[src/rtl/ariane_pkg.sv]
// Shared decode/issue types: the scoreboard entry carried through the
// decode-to-issue queue, and that queue's default depth.
package ariane_pkg;

  localparam int unsigned DECODE_QUEUE_DEPTH = 4;

  typedef struct packed {
    logic [31:0] pc;
    logic [6:0]  op;
    logic [4:0]  rd;
  } scoreboard_entry_t;

endpackage

[src/rtl/decode_issue_queue.sv]
// Decoupling queue between decode and issue, with control-flow gating.
// Optional zero-latency bypass of an empty queue: define DECODE_QUEUE_BYPASS_EN.
module decode_issue_queue
  import ariane_pkg::*;
#(
  parameter  int unsigned DEPTH = DECODE_QUEUE_DEPTH,
  localparam int unsigned CNT_W = $clog2(DEPTH + 1)
) (
  input  logic              clk_i,
  input  logic              rst_ni,
  input  logic              flush_i,
  input  scoreboard_entry_t instr_i,
  input  logic              instr_valid_i,
  input  logic              is_ctrl_flow_i,
  output logic              instr_ready_o,
  output scoreboard_entry_t issue_instr_o,
  output logic              issue_valid_o,
  output logic              is_ctrl_flow_o,
  input  logic              issue_ack_i,
  input  logic              resolve_branch_i,
  output logic [CNT_W-1:0]  count_o,
  output logic              empty_o
);

  localparam int unsigned PTR_W = $clog2(DEPTH);

  typedef struct packed {
    scoreboard_entry_t sbe;
    logic              is_cf;
  } dq_entry_t;

  typedef enum logic {IDLE, PENDING} gate_state_e;

  dq_entry_t        r_mem [DEPTH];
  logic [PTR_W-1:0] r_rd_ptr, r_wr_ptr;
  logic [CNT_W-1:0] r_count;
  gate_state_e      r_state;

  dq_entry_t w_head;
  logic      w_empty, w_have, w_byp, w_push, w_pop, w_pop_q, w_wr;

  assign w_empty       = (r_count == '0);
  // Ready depends on occupancy alone so there is no ack->ready path.
  assign instr_ready_o = (r_count < CNT_W'(DEPTH));
  assign w_push        = instr_valid_i & instr_ready_o;

`ifdef DECODE_QUEUE_BYPASS_EN
  assign w_byp = w_empty & ~flush_i;
`else
  assign w_byp = 1'b0;
`endif

  assign w_head  = w_byp ? dq_entry_t'{sbe: instr_i, is_cf: is_ctrl_flow_i}
                         : r_mem[r_rd_ptr];
  assign w_have  = w_byp ? instr_valid_i : ~w_empty;

  assign issue_instr_o  = w_head.sbe;
  assign is_ctrl_flow_o = w_head.is_cf;
  assign issue_valid_o  = w_have & ~(w_head.is_cf & (r_state == PENDING));
  assign count_o        = r_count;
  assign empty_o        = w_empty;

  assign w_pop   = issue_valid_o & issue_ack_i;
  assign w_pop_q = w_pop & ~w_byp;
  // A bypassed entry consumed in the same cycle never needs a slot.
  assign w_wr    = w_push & ~(w_byp & w_pop);

  always_ff @(posedge clk_i or negedge rst_ni) begin
    if (!rst_ni) begin
      for (int i = 0; i < DEPTH; i++) r_mem[i] <= '0;
      r_rd_ptr <= '0;
      r_wr_ptr <= '0;
      r_count  <= '0;
    end else if (flush_i) begin
      r_rd_ptr <= '0;
      r_wr_ptr <= '0;
      r_count  <= '0;
    end else begin
      if (w_wr) begin
        r_mem[r_wr_ptr] <= dq_entry_t'{sbe: instr_i, is_cf: is_ctrl_flow_i};
        r_wr_ptr        <= r_wr_ptr + PTR_W'(1);
      end
      if (w_pop_q) r_rd_ptr <= r_rd_ptr + PTR_W'(1);
      case ({w_wr, w_pop_q})
        2'b10:   r_count <= r_count + CNT_W'(1);
        2'b01:   r_count <= r_count - CNT_W'(1);
        default: r_count <= r_count;
      endcase
    end
  end

  // A resolve seen while a younger branch issues belongs to the older one.
  always_ff @(posedge clk_i or negedge rst_ni) begin
    if (!rst_ni) begin
      r_state <= IDLE;
    end else if (flush_i) begin
      r_state <= IDLE;
    end else begin
      case (r_state)
        IDLE:    if (w_pop && w_head.is_cf) r_state <= PENDING;
        PENDING: if (w_pop && w_head.is_cf) r_state <= PENDING;
                 else if (resolve_branch_i) r_state <= IDLE;
        default: r_state <= IDLE;
      endcase
    end
  end

endmodule
[config.mk]
export PLATFORM = sky130hd
export DESIGN_NAME = decode_issue_queue
export DESIGN_NICKNAME = d
export VERILOG_FILES = /design/src/rtl/ariane_pkg.sv /design/src/rtl/decode_issue_queue.sv
export SDC_FILE = /design/constraint.sdc
export NUM_CORES = 1
export LEC_CHECK = 0
export ABC_AREA = 0
export BUFFER_PORTS_ARGS = -buffer_cell sky130_fd_sc_hd__buf_2
export CAP_MARGIN = 20
export CORE_MARGIN = 4
export CORE_UTILIZATION = 45
export CTS_CLUSTER_SIZE = 40
export DETAILED_ROUTE_END_ITERATION = 16
export GPL_TIMING_DRIVEN = 0
export PLACE_DENSITY_LB_ADDON = 0.05
export SLEW_MARGIN = 20
export SYNTH_ARGS = -nofsm -noshare
export SYNTH_HDL_FRONTEND = slang
export SYNTH_SLANG_ARGS = --single-unit
[constraint.sdc]
create_clock -name clk_i -period 6.4 [get_ports clk_i]
set_input_delay 0.96 -clock clk_i [delete_from_list [all_inputs] [get_ports clk_i]]
set_output_delay 0.96 -clock clk_i [all_outputs]
set_load 0.005 [all_outputs]
==> run_results.csv, run 1 <==
group,metric,value,unit
pwr,sw_frac_of_total,28.0,%
clock_tree,cts_setup_buffers,0,
worst_hold_path,hold_path_class,"reg -> reg",
clock_tree,htreeDepth,4,
route,routedWlPerCell,19.5,um
route,wl,16700,um
floorplanning,die_w,143,um
pwr,pwr-share-seq,43.3,%
pwr,clkPwrFrac,24.0,%
worst_setup_path,cpMostUsedCell,"buf_2",
clock_tree,clk_pin_slew,70,ps
clock_tree,root_buffer,"clkbuf_16",
yosys,ys_seq_area_share,57.0,%
route,drtIter0Drc,122,
yosys,synth_cells,496,
clock_tree,cts_buffers,17,
clock_tree,cts_tree,"built",
timing,rsz0062_at_grt,"no",
global_routing,grt_pass1_wl,27700,um
status,status,"completed",
worst_setup_path,worstPathRequired,5440,ps
global_routing,grt_pass1_vias,5087,
finish,drive_above_1_share,57.5,%
pwr,switching_power,1.26,mW
worst_setup_path,worstSetupStartpointType,"register",
yosys,syn_area,8250,sq um
place,dpl.hpwl,11300,um
finish,fin_util,53.7,%
worst_setup_path,critPathKind,"reg -> out",
yosys,yosys.cell_types.count,27,
timing,setup_violations,0,
timing,fmax,308,MHz
global_routing,grt_max_degree,102,
floorplanning,initial_core_util,45.8,%
timing,finClkSkew,8.67,ps
finish,mostFrequentLayoutCell,"dfrtp_1",
finish,layout_common_cells,"dfrtp_1 (188), mux2_2 (157), buf_2 (126), mux4_2 (45), mux2_1 (23)",
global_routing,overflow,0,
clock_tree,cts.repair.resized,0,
global_routing,antenna_found_initial,2,
route,dr.pass1.iters,4,
worst_setup_path,critPathMaxStageDelay,580,ps
finish,fin_nets,673,
route,vias,4643,
timing,max_slew.worst_pin.slew,817,ps
pwr,power_frac_comb,32.7,%
floorplanning,core_area,18000,sq um
yosys,syn_area_per_cell,16.6,sq um
finish,final_area,9690,sq um
finish,diodes,0,
clock_tree,cts_hold_buf,0,
clock_tree,cts_max_path_buffers,2,
timing,fin_crit,3250,ps
pwr,internal-power,3.24,mW
route,final_antenna_net_count,0,
route,viasPerCell,5.41,
yosys,synth_nets,552,
pwr,pwr_density_cell,464,nW/um^2
worst_setup_path,crit_slowest_cell,"mux4_2",
finish,syn2layout_area_growth,17.4,%
yosys,synth-seq-cells,188,
timing,report.final.slew_viol_count,0,
floorplanning,pin_count,102,
global_routing,grt_usage,17.6,%
timing,hold_viol,0,
place,io_buffers,101,
worst_setup_path,critPathCaptureType,"primary output",
pwr,power_leakage,4.36,nW
place,placed_area,9080,sq um
worst_setup_path,cp.arrival,2290,ps
timing,period_share,50.8,%
timing,slew_headroom,45.5,%
worst_setup_path,path_cells,"buf_2 > buf_2 > mux4_2 > buf_2",
route,drc,0,
worst_setup_path,critical-path-top-delay-family,"buffers and inverters",
worst_setup_path,path_buf_inv,3,
yosys,ys_warn_count,0,
clock_tree,clk_latency,430,ps
place,gp_congestion,0.722,
clock_tree,clkSinkCount,188,
floorplanning,die_area,20600,sq um
timing,whs,487,ps
worst_setup_path,crit_fanout,10,
floorplanning,die_y,143,um
floorplanning,row_count,49,
job,max-cap-violations,0,
pwr,ir_drop,0.218,mV
timing,setup_tns,0,ps
## layout make-up
class / count / area (sq um)
multi-input cells: 273 / 3380
fillers: 1520 / 8340
repair buffers: 102 / 543
plain buffers: 31 / 149
inverters: 4 / 15.0
flip-flops and latches: 188 / 4700
well taps: 229 / 287
clock buffers: 19 / 443
clock inverters: 13 / 164
## worst register-to-register path, delay by kind of cell (launching register included)
kind | cells | cell delay (ps)
and+or+nand+nor | 3 | 330
adders and majority gates | 1 | 400
buffers and inverters | 1 | 270
muxes | 2 | 580
AOI/OAI and AO/OA | 2 | 440
DFF | 1 | 320
## metrics by stage
step	worst slack (ps)	cells	total power, mW
floorplan	3990	496	2.93
global placement	1490	826	3.39
detailed placement	3520	827	3.48
CTS	3040	859	4.58
global route	2980	859	4.80
finish	3150	859	4.50
## per-layer routing
| metal | GRT usage [%] | part of all wire, % | vias up |
|---|---|---|---|
| li1 | - | - | 2079 |
| met3 | 4.76 | 4.6 | 22 |
| met5 | 0 | 0.090 | - |
| met4 | 5.15 | 1.3 | 4 |
| met2 | 29.3 | 50 | 81 |
| met1 | 22.8 | 44 | 2457 |
## synthesized netlist by cell type
| master | number | share of area, % |
|---|---|---|
| nor2_1 | 10 | 0.46 |
| buf_1 | 1 | 0.045 |
| o31ai_1 | 1 | 0.091 |
| a211oi_1 | 1 | 0.091 |
| or3_1 | 1 | 0.076 |
| nor2b_1 | 2 | 0.15 |
| a21boi_0 | 1 | 0.091 |
| mux2i_1 | 1 | 0.12 |
| mux2_2 | 157 | 21 |
| nor3_1 | 1 | 0.061 |
| ha_1 | 4 | 0.61 |
| clkbuf_1 | 4 | 0.18 |
| fa_1 | 1 | 0.24 |
| dfrtp_1 | 188 | 57 |
| xnor2_1 | 3 | 0.32 |
| buf_2 | 26 | 1.6 |
| o311ai_1 | 2 | 0.21 |
| nand2_1 | 5 | 0.23 |
| nor4_1 | 1 | 0.076 |
| xnor3_1 | 1 | 0.27 |
| mux2_1 | 23 | 3.1 |
| and2_1 | 5 | 0.38 |
| inv_1 | 4 | 0.18 |
| nand2b_1 | 3 | 0.23 |
| a21oi_4 | 1 | 0.20 |
| mux4_2 | 45 | 12 |
| a21oi_1 | 4 | 0.24 |
## registers in the layout (all words and copies together), names as in the netlist
register,flops
r_state,1
r_rd_ptr,2
r_wr_ptr,2
count_o,3
r_mem,180
## worst paths after layout
check / start / endpoint / slack (ps) / depth (start not counted)
setup / recovery: r_rd_ptr[0] / issue_instr_o[25] / 3150 / 4
hold / removal: r_mem[143] / r_mem[143] / 490 / 1
setup reg to reg: r_rd_ptr[1] / count_o[1] / 3920 / 9
hold reg to reg: r_mem[143] / r_mem[143] / 490 / 1
max in group asynchronous: rst_ni / r_mem[162] / 4930 / 2
min in group asynchronous: rst_ni / r_mem[49] / 580 / 1
## power by group through the flow
| stage | Sequential (mW) | Clock (mW) | Combinational, mW |
|---|---|---|---|
| floorplan | 1.88 | 0 | 1.05 |
| global placement | 1.93 | 0 | 1.46 |
| detailed placement | 1.97 | 0 | 1.51 |
| CTS | 1.95 | 1.11 | 1.52 |
| global route | 2.01 | 1.16 | 1.62 |
| finish | 1.95 | 1.08 | 1.47 |
## cell families after synthesis
family	Yosys count	share of synthesized area [%]
muxes	226	37.0
DFF	188	57.0
buffers and inverters	35	1.99
and+or+nand+nor	28	1.65
AOI/OAI and AO/OA	10	0.925
adders and majority gates	5	0.849
xor gates and xnor gates	4	0.591
(Power assumes the default switching activity.)
==> inputs of run 2 (changes only) <==
==> constraint.sdc (replaced) <==
create_clock -name clk_i -period 2.7 [get_ports clk_i]
set_input_delay 0.405 -clock clk_i [delete_from_list [all_inputs] [get_ports clk_i]]
set_output_delay 0.405 -clock clk_i [all_outputs]
set_load 0.005 [all_outputs]
==> run 2 against run 1 <==
Compared with the run above: register-to-register slack lost 3700 ps; clock power up 140%; clock-buffer cell count unchanged; wire length hardly changed; cell area rose by 0.18%; setup slack worse by 2900 ps; core utilization increased by 0.097 points.
==> run_results.csv, run 2 (synthesis results as in run 1) <==
group,metric,value,unit
route,viasPerCell,5.42,
route,wl_met3,773,um
route,wl,16800,um
route,drtIter0Drc,111,
worst_setup_path,r2r_setup_slack,230,ps
timing,fmax,404,MHz
job,max-cap-violations,0,
finish,drive_above_1_share,58.1,%
timing,max_slew.worst_pin.slew,759,ps
route,vias,4654,
pwr,pwr_density_cell,1100,nW/um^2
floorplanning,initial_core_util,45.8,%
worst_setup_path,cp.arrival,2760,ps
pwr,power_leakage,4.37,nW
finish,n_fill_cell,1518,
route,route.top_layer_used,"met5",
route,wl_met2,8420,um
place,gp_congestion,0.722,
floorplanning,row_count,49,
floorplanning,pin_count,102,
floorplanning,die_w,143,um
finish,mostFrequentLayoutCell,"dfrtp_1",
global_routing,grt_usage,17.6,%
place,dpl.cell_count,827,
finish,diodes,0,
global_routing,antenna_found_initial,2,
worst_setup_path,critPathCaptureType,"register",
timing,slew_headroom,49.4,%
clock_tree,cts_buffers,17,
route,drc,0,
global_routing,grt_pass1_vias,5087,
pwr,ir_drop,0.519,mV
worst_setup_path,worstPathRequired,2990,ps
timing,rsz0062_at_grt,"no",
clock_tree,clk_pin_slew,70,ps
worst_hold_path,hold_path_class,"in -> async",
clock_tree,htreeDepth,4,
floorplanning,core_area,18000,sq um
status,status,"completed",
timing,period_share,91.6,%
floorplanning,die_y,143,um
route,routedWlPerCell,19.5,um
timing,report.final.slew_viol_count,0,
clock_tree,cts_max_path_buffers,2,
floorplanning,die_area,20600,sq um
worst_setup_path,worstSetupStartpointType,"register",
global_routing,grt_pass1_wl,27700,um
finish,fin_cells,859,
route,final_antenna_net_count,0,
place,dpl.hpwl,11300,um
pwr,power,10.7,mW
clock_tree,cts_tree,"built",
worst_setup_path,critPathKind,"reg -> reg",
clock_tree,root_buffer,"clkbuf_16",
finish,syn2layout_area_growth,17.6,%
timing,hold_viol,0,
finish,layout_common_cells,"dfrtp_1 (188), mux2_2 (157), buf_2 (121), mux4_2 (45), mux2_1 (23)",
clock_tree,clkSinkCount,188,
clock_tree,clk_latency,420,ps
place,io_buffers,101,
finish,fin_nets,673,
timing,finClkSkew,8.24,ps
global_routing,grt_max_degree,102,
route,wl_met1,7330,um
finish,regMostFlops,"r_mem",
route,dr.pass1.iters,4,
finish,largest_reg_flops,180,
timing,fin_crit,2470,ps
worst_setup_path,crit_fanout,10,
global_routing,overflow,0,
timing,setup_violations,0,
clock_tree,cts_hold_buf,0,
==> run 2: changes by cell type in the layout (fill, tap and decap cells not counted) <==
cell | previous run | this run
buf_1 | 1 | 0
buf_2 | 126 | 121
buf_4 | 0 | 4
clkbuf_1 | 5 | 2
clkbuf_2 | 0 | 4
clkbuf_4 | 0 | 1
==> run 2: worst paths after layout <==
| path | start | end | depth (start not counted) |
|---|---|---|---|
| hold / removal | rst_ni | r_mem[49] | 1 |
| max in group asynchronous | rst_ni | r_mem[168] | 2 |
| setup reg to reg | r_rd_ptr[1] | count_o[1] | 9 |
| min in group clk_i | instr_i[9] | r_mem[100] | 2 |
| hold reg to reg | r_mem[10] | r_mem[10] | 1 |
| setup / recovery | r_rd_ptr[1] | count_o[1] | 9 |
==> run 2: metrics by stage <==
stage / utilization [%] / setup TNS [ps] / cell area [sq um] / setup WS, ps / hold slack (ps)
4_1_cts: 53.8 / 0 / 9700 / 36.1 / 46.3
5_1_grt: 53.8 / 0 / 9700 / 82.5 / 71.6
3_3_place_gp: 50.2 / -308400 / 9040 / -1660 / 463
3_5_place_dp: 50.4 / 0 / 9080 / 207 / 474
6_report: 53.8 / 0 / 9700 / 226 / 25.1
2_1_floorplan: - / 0 / 8250 / 457 / 109
==> run 2: report_power, final <==
group          switching (mW)  leakage, nW  internal [mW]  total, mW
registers               0.599         2.37           4.02       4.62
clock network            1.08        0.282           1.49       2.56
logic                    1.31         1.72           2.20       3.51
==> run 2: critical path: stages (launching register included) <==
cell	delay (ps)
dfrtp_1	320
buf_2	270
mux4_2	450
a21oi_4	330
and2_1	190
fa_1	400
nand2b_1	90
nor2_1	40
mux2i_1	130
o311ai_1	110
==> run 2: cell type report <==
cell class                 instances  area (sq um)  area share (%)
sequential                       188          4700            48.5
multi-input combinational        273          3380            34.9
timing repair buffer             102           543            5.60
clock buffer                      19           443            4.56
tap                              229           287            2.95
buffer                            31           166            1.71
clock inverter                    13           164            1.69
inverter                           4          15.0           0.155
==> run 2: routing by layer <==
| layer | track usage [%] | vias up |
|---|---|---|
| li1 | - | 2081 |
| met1 | 22.8 | 2466 |
| met2 | 29.3 | 82 |
| met3 | 4.76 | 21 |
| met4 | 5.15 | 4 |
| met5 | 0 | - |
==> run 2: what timing repair did <==
item                                    4_1_cts  5_1_grt
cloned                                        0        0
setup buffers                                 0        0
endpoints found under the setup margin       38       14
hold endpoints to repair                      0        0
resized for setup                             5        6
==> inputs of run 3 (changes only) <==
--- a/config.mk
+++ b/config.mk
@@ -6,7 +6,7 @@
 export NUM_CORES = 1
 export LEC_CHECK = 0
 export ABC_AREA = 0
-export BUFFER_PORTS_ARGS = -buffer_cell sky130_fd_sc_hd__buf_2
+export BUFFER_PORTS_ARGS = -buffer_cell sky130_fd_sc_hd__clkbuf_2
 export CAP_MARGIN = 20
 export CORE_MARGIN = 4
 export CORE_UTILIZATION = 45
==> run 3 against run 2 <==
Compared with the run above: final cell count is the same; power shrank 0.64%; clock skew is essentially flat; die area is the same; non-clock buffer count grew 2; global-route usage shrank 0.13 points; flip-flop and latch count is the same; via count shrank 0.49%; sequential power is essentially flat; wire length shrank 0.38%; combinational power is essentially flat; largest cell class unchanged.
==> run_results.csv, run 3 (synthesis results as in run 1) <==
group,metric,value,unit
floorplanning,core_area,18000,sq um
route,wl,16700,um
global_routing,grt_pass1_vias,5141,
global_routing,grt_pass1_wl,27600,um
clock_tree,clk_pin_slew,70,ps
clock_tree,cts_tree,"built",
timing,fmax,389,MHz
worst_setup_path,critPathCaptureType,"primary output",
finish,layout_common_cells,"dfrtp_1 (188), mux2_2 (157), clkbuf_2 (102), mux4_2 (45), mux2_1 (23)",
worst_setup_path,critical-path-top-delay-family,"buffers and inverters",
floorplanning,pin_count,102,
clock_tree,cts_buffers,17,
pwr,sw_frac_of_total,27.9,%
floorplanning,initial_core_util,45.8,%
worst_setup_path,critPathKind,"reg -> out",
timing,fin_crit,2570,ps
global_routing,overflow,0,
timing,whs,242,ps
pwr,power,10.6,mW
timing,slew_headroom,52.7,%
timing,finClkSkew,8.05,ps
timing,hold_viol,0,
route,dr.pass1.iters,4,
place,dpl.hpwl,11200,um
worst_setup_path,path_cells,"buf_2 > buf_1 > mux4_2 > clkbuf_2",
pwr,pwr_density_cell,1090,nW/um^2
finish,diodes,0,
worst_setup_path,cp.arrival,2170,ps
finish,largest_reg_flops,180,
finish,regMostFlops,"r_mem",
pwr,ir_drop,0.669,mV
pwr,internal-power,7.66,mW
route,drtIter0Drc,178,
route,routedWlPerCell,19.4,um
clock_tree,cts_max_path_buffers,2,
floorplanning,die_w,143,um
worst_setup_path,crit_slowest_cell,"buf_1",
finish,drive_above_1_share,57.6,%
finish,fin_nets,675,
finish,mostFrequentLayoutCell,"dfrtp_1",
timing,max_slew.worst_pin.slew,710,ps
pwr,power_leakage,4.39,nW
route,vias,4631,
worst_setup_path,crit_fanout,10,
clock_tree,root_buffer,"clkbuf_16",
clock_tree,cts_setup_buffers,0,
timing,period_share,95.3,%
route,final_antenna_net_count,0,
floorplanning,row_count,49,
worst_setup_path,worstPathRequired,2300,ps
clock_tree,clk_latency,430,ps
clock_tree,clkSinkCount,188,
global_routing,antenna_found_initial,0,
finish,syn2layout_area_growth,17.7,%
clock_tree,htreeDepth,4,
floorplanning,die_y,143,um
job,max-cap-violations,0,
pwr,switching_power,2.96,mW
worst_setup_path,path_buf_inv,3,
place,gp_congestion,0.717,
floorplanning,die_area,20600,sq um
place,pre_cts_slack,179,ps
timing,rsz0062_at_grt,"no",
global_routing,grt_max_degree,89,
worst_setup_path,critPathMaxStageDelay,590,ps
timing,worst_slack,127,ps
pwr,pwr-share-seq,43.4,%
worst_hold_path,hold_path_class,"in -> reg",
worst_setup_path,worstSetupStartpointType,"register",
route,drc,0,
timing,setup_violations,0,
global_routing,grt_usage,17.5,%
route,viasPerCell,5.39,
place,io_buffers,101,
timing,report.final.slew_viol_count,0,
pwr,power_frac_comb,33.2,%
status,status,"completed",
pwr,clkPwrFrac,23.4,%
## run 3: cell count changes in the layout (fill, tap and decap cells not counted), sizes merged
cell and delta:
buf -99, clkbuf +99, clkinv +4, clkinvlp -2, dlygate4sd3 +1, inv -3
## run 3: cell type report
class	count	area [sq um]
multi-input cells	273	3380
inverters	4	15.0
repair buffers	104	579
fillers	1505	8310
well taps	229	287
clock buffers	18	429
clock inverters	12	150
flip-flops and latches	188	4700
plain buffers	31	164
## run 3: power by group through the flow
stage | Sequential (mW) | Combinational (mW) | Clock, mW
final | 4.61 | 3.53 | 2.49
after floorplan | 4.45 | 2.48 | 0
after global placement | 4.57 | 3.48 | 0
after CTS | 4.62 | 3.61 | 2.56
after global routing | 4.77 | 3.88 | 2.68
after detailed placement | 4.66 | 3.59 | 0
## run 3: through the flow
| step | area (sq um) | setup TNS [ps] | std cells | util [%] |
|---|---|---|---|---|
| after CTS | 9710 | 0 | 859 | 53.8 |
| after detailed placement | 9110 | 0 | 828 | 50.5 |
| after global placement | 9040 | -395000 | 826 | 50.2 |
| final | 9710 | 0 | 859 | 53.9 |
| after global routing | 9710 | 0 | 859 | 53.9 |
| after floorplan | 8250 | 0 | 496 | - |
## run 3: final timing paths
kind | startpoint | endpoint | slack, ps | cells past startpoint
max | r_rd_ptr[1] | issue_instr_o[4] | 130 | 4
min | instr_i[6] | r_mem[97] | 240 | 2
max reg2reg | r_rd_ptr[1] | count_o[1] | 190 | 9
min reg2reg | r_mem[11] | r_mem[11] | 480 | 1
max in group asynchronous | rst_ni | r_mem[70] | 1510 | 3
min in group asynchronous | rst_ni | r_mem[139] | 450 | 2
## run 3: routing by layer
layer | vias up | global-route usage (%) | routed length [um]
li1 | 2077 | - | -
met1 | 2471 | 23.8 | 7530
met2 | 73 | 28.2 | 8320
met3 | 10 | 4.59 | 707
met4 | 0 | 4.46 | 135
met5 | - | 0 | 0
## run 3: repair_timing
item | CTS | global route
setup endpoints to repair | 32 | 14
cloned | 0 | 0
gates resized for setup | 4 | 5
endpoints found under the hold margin | 32 | 0
hold buffers | 1 | 0
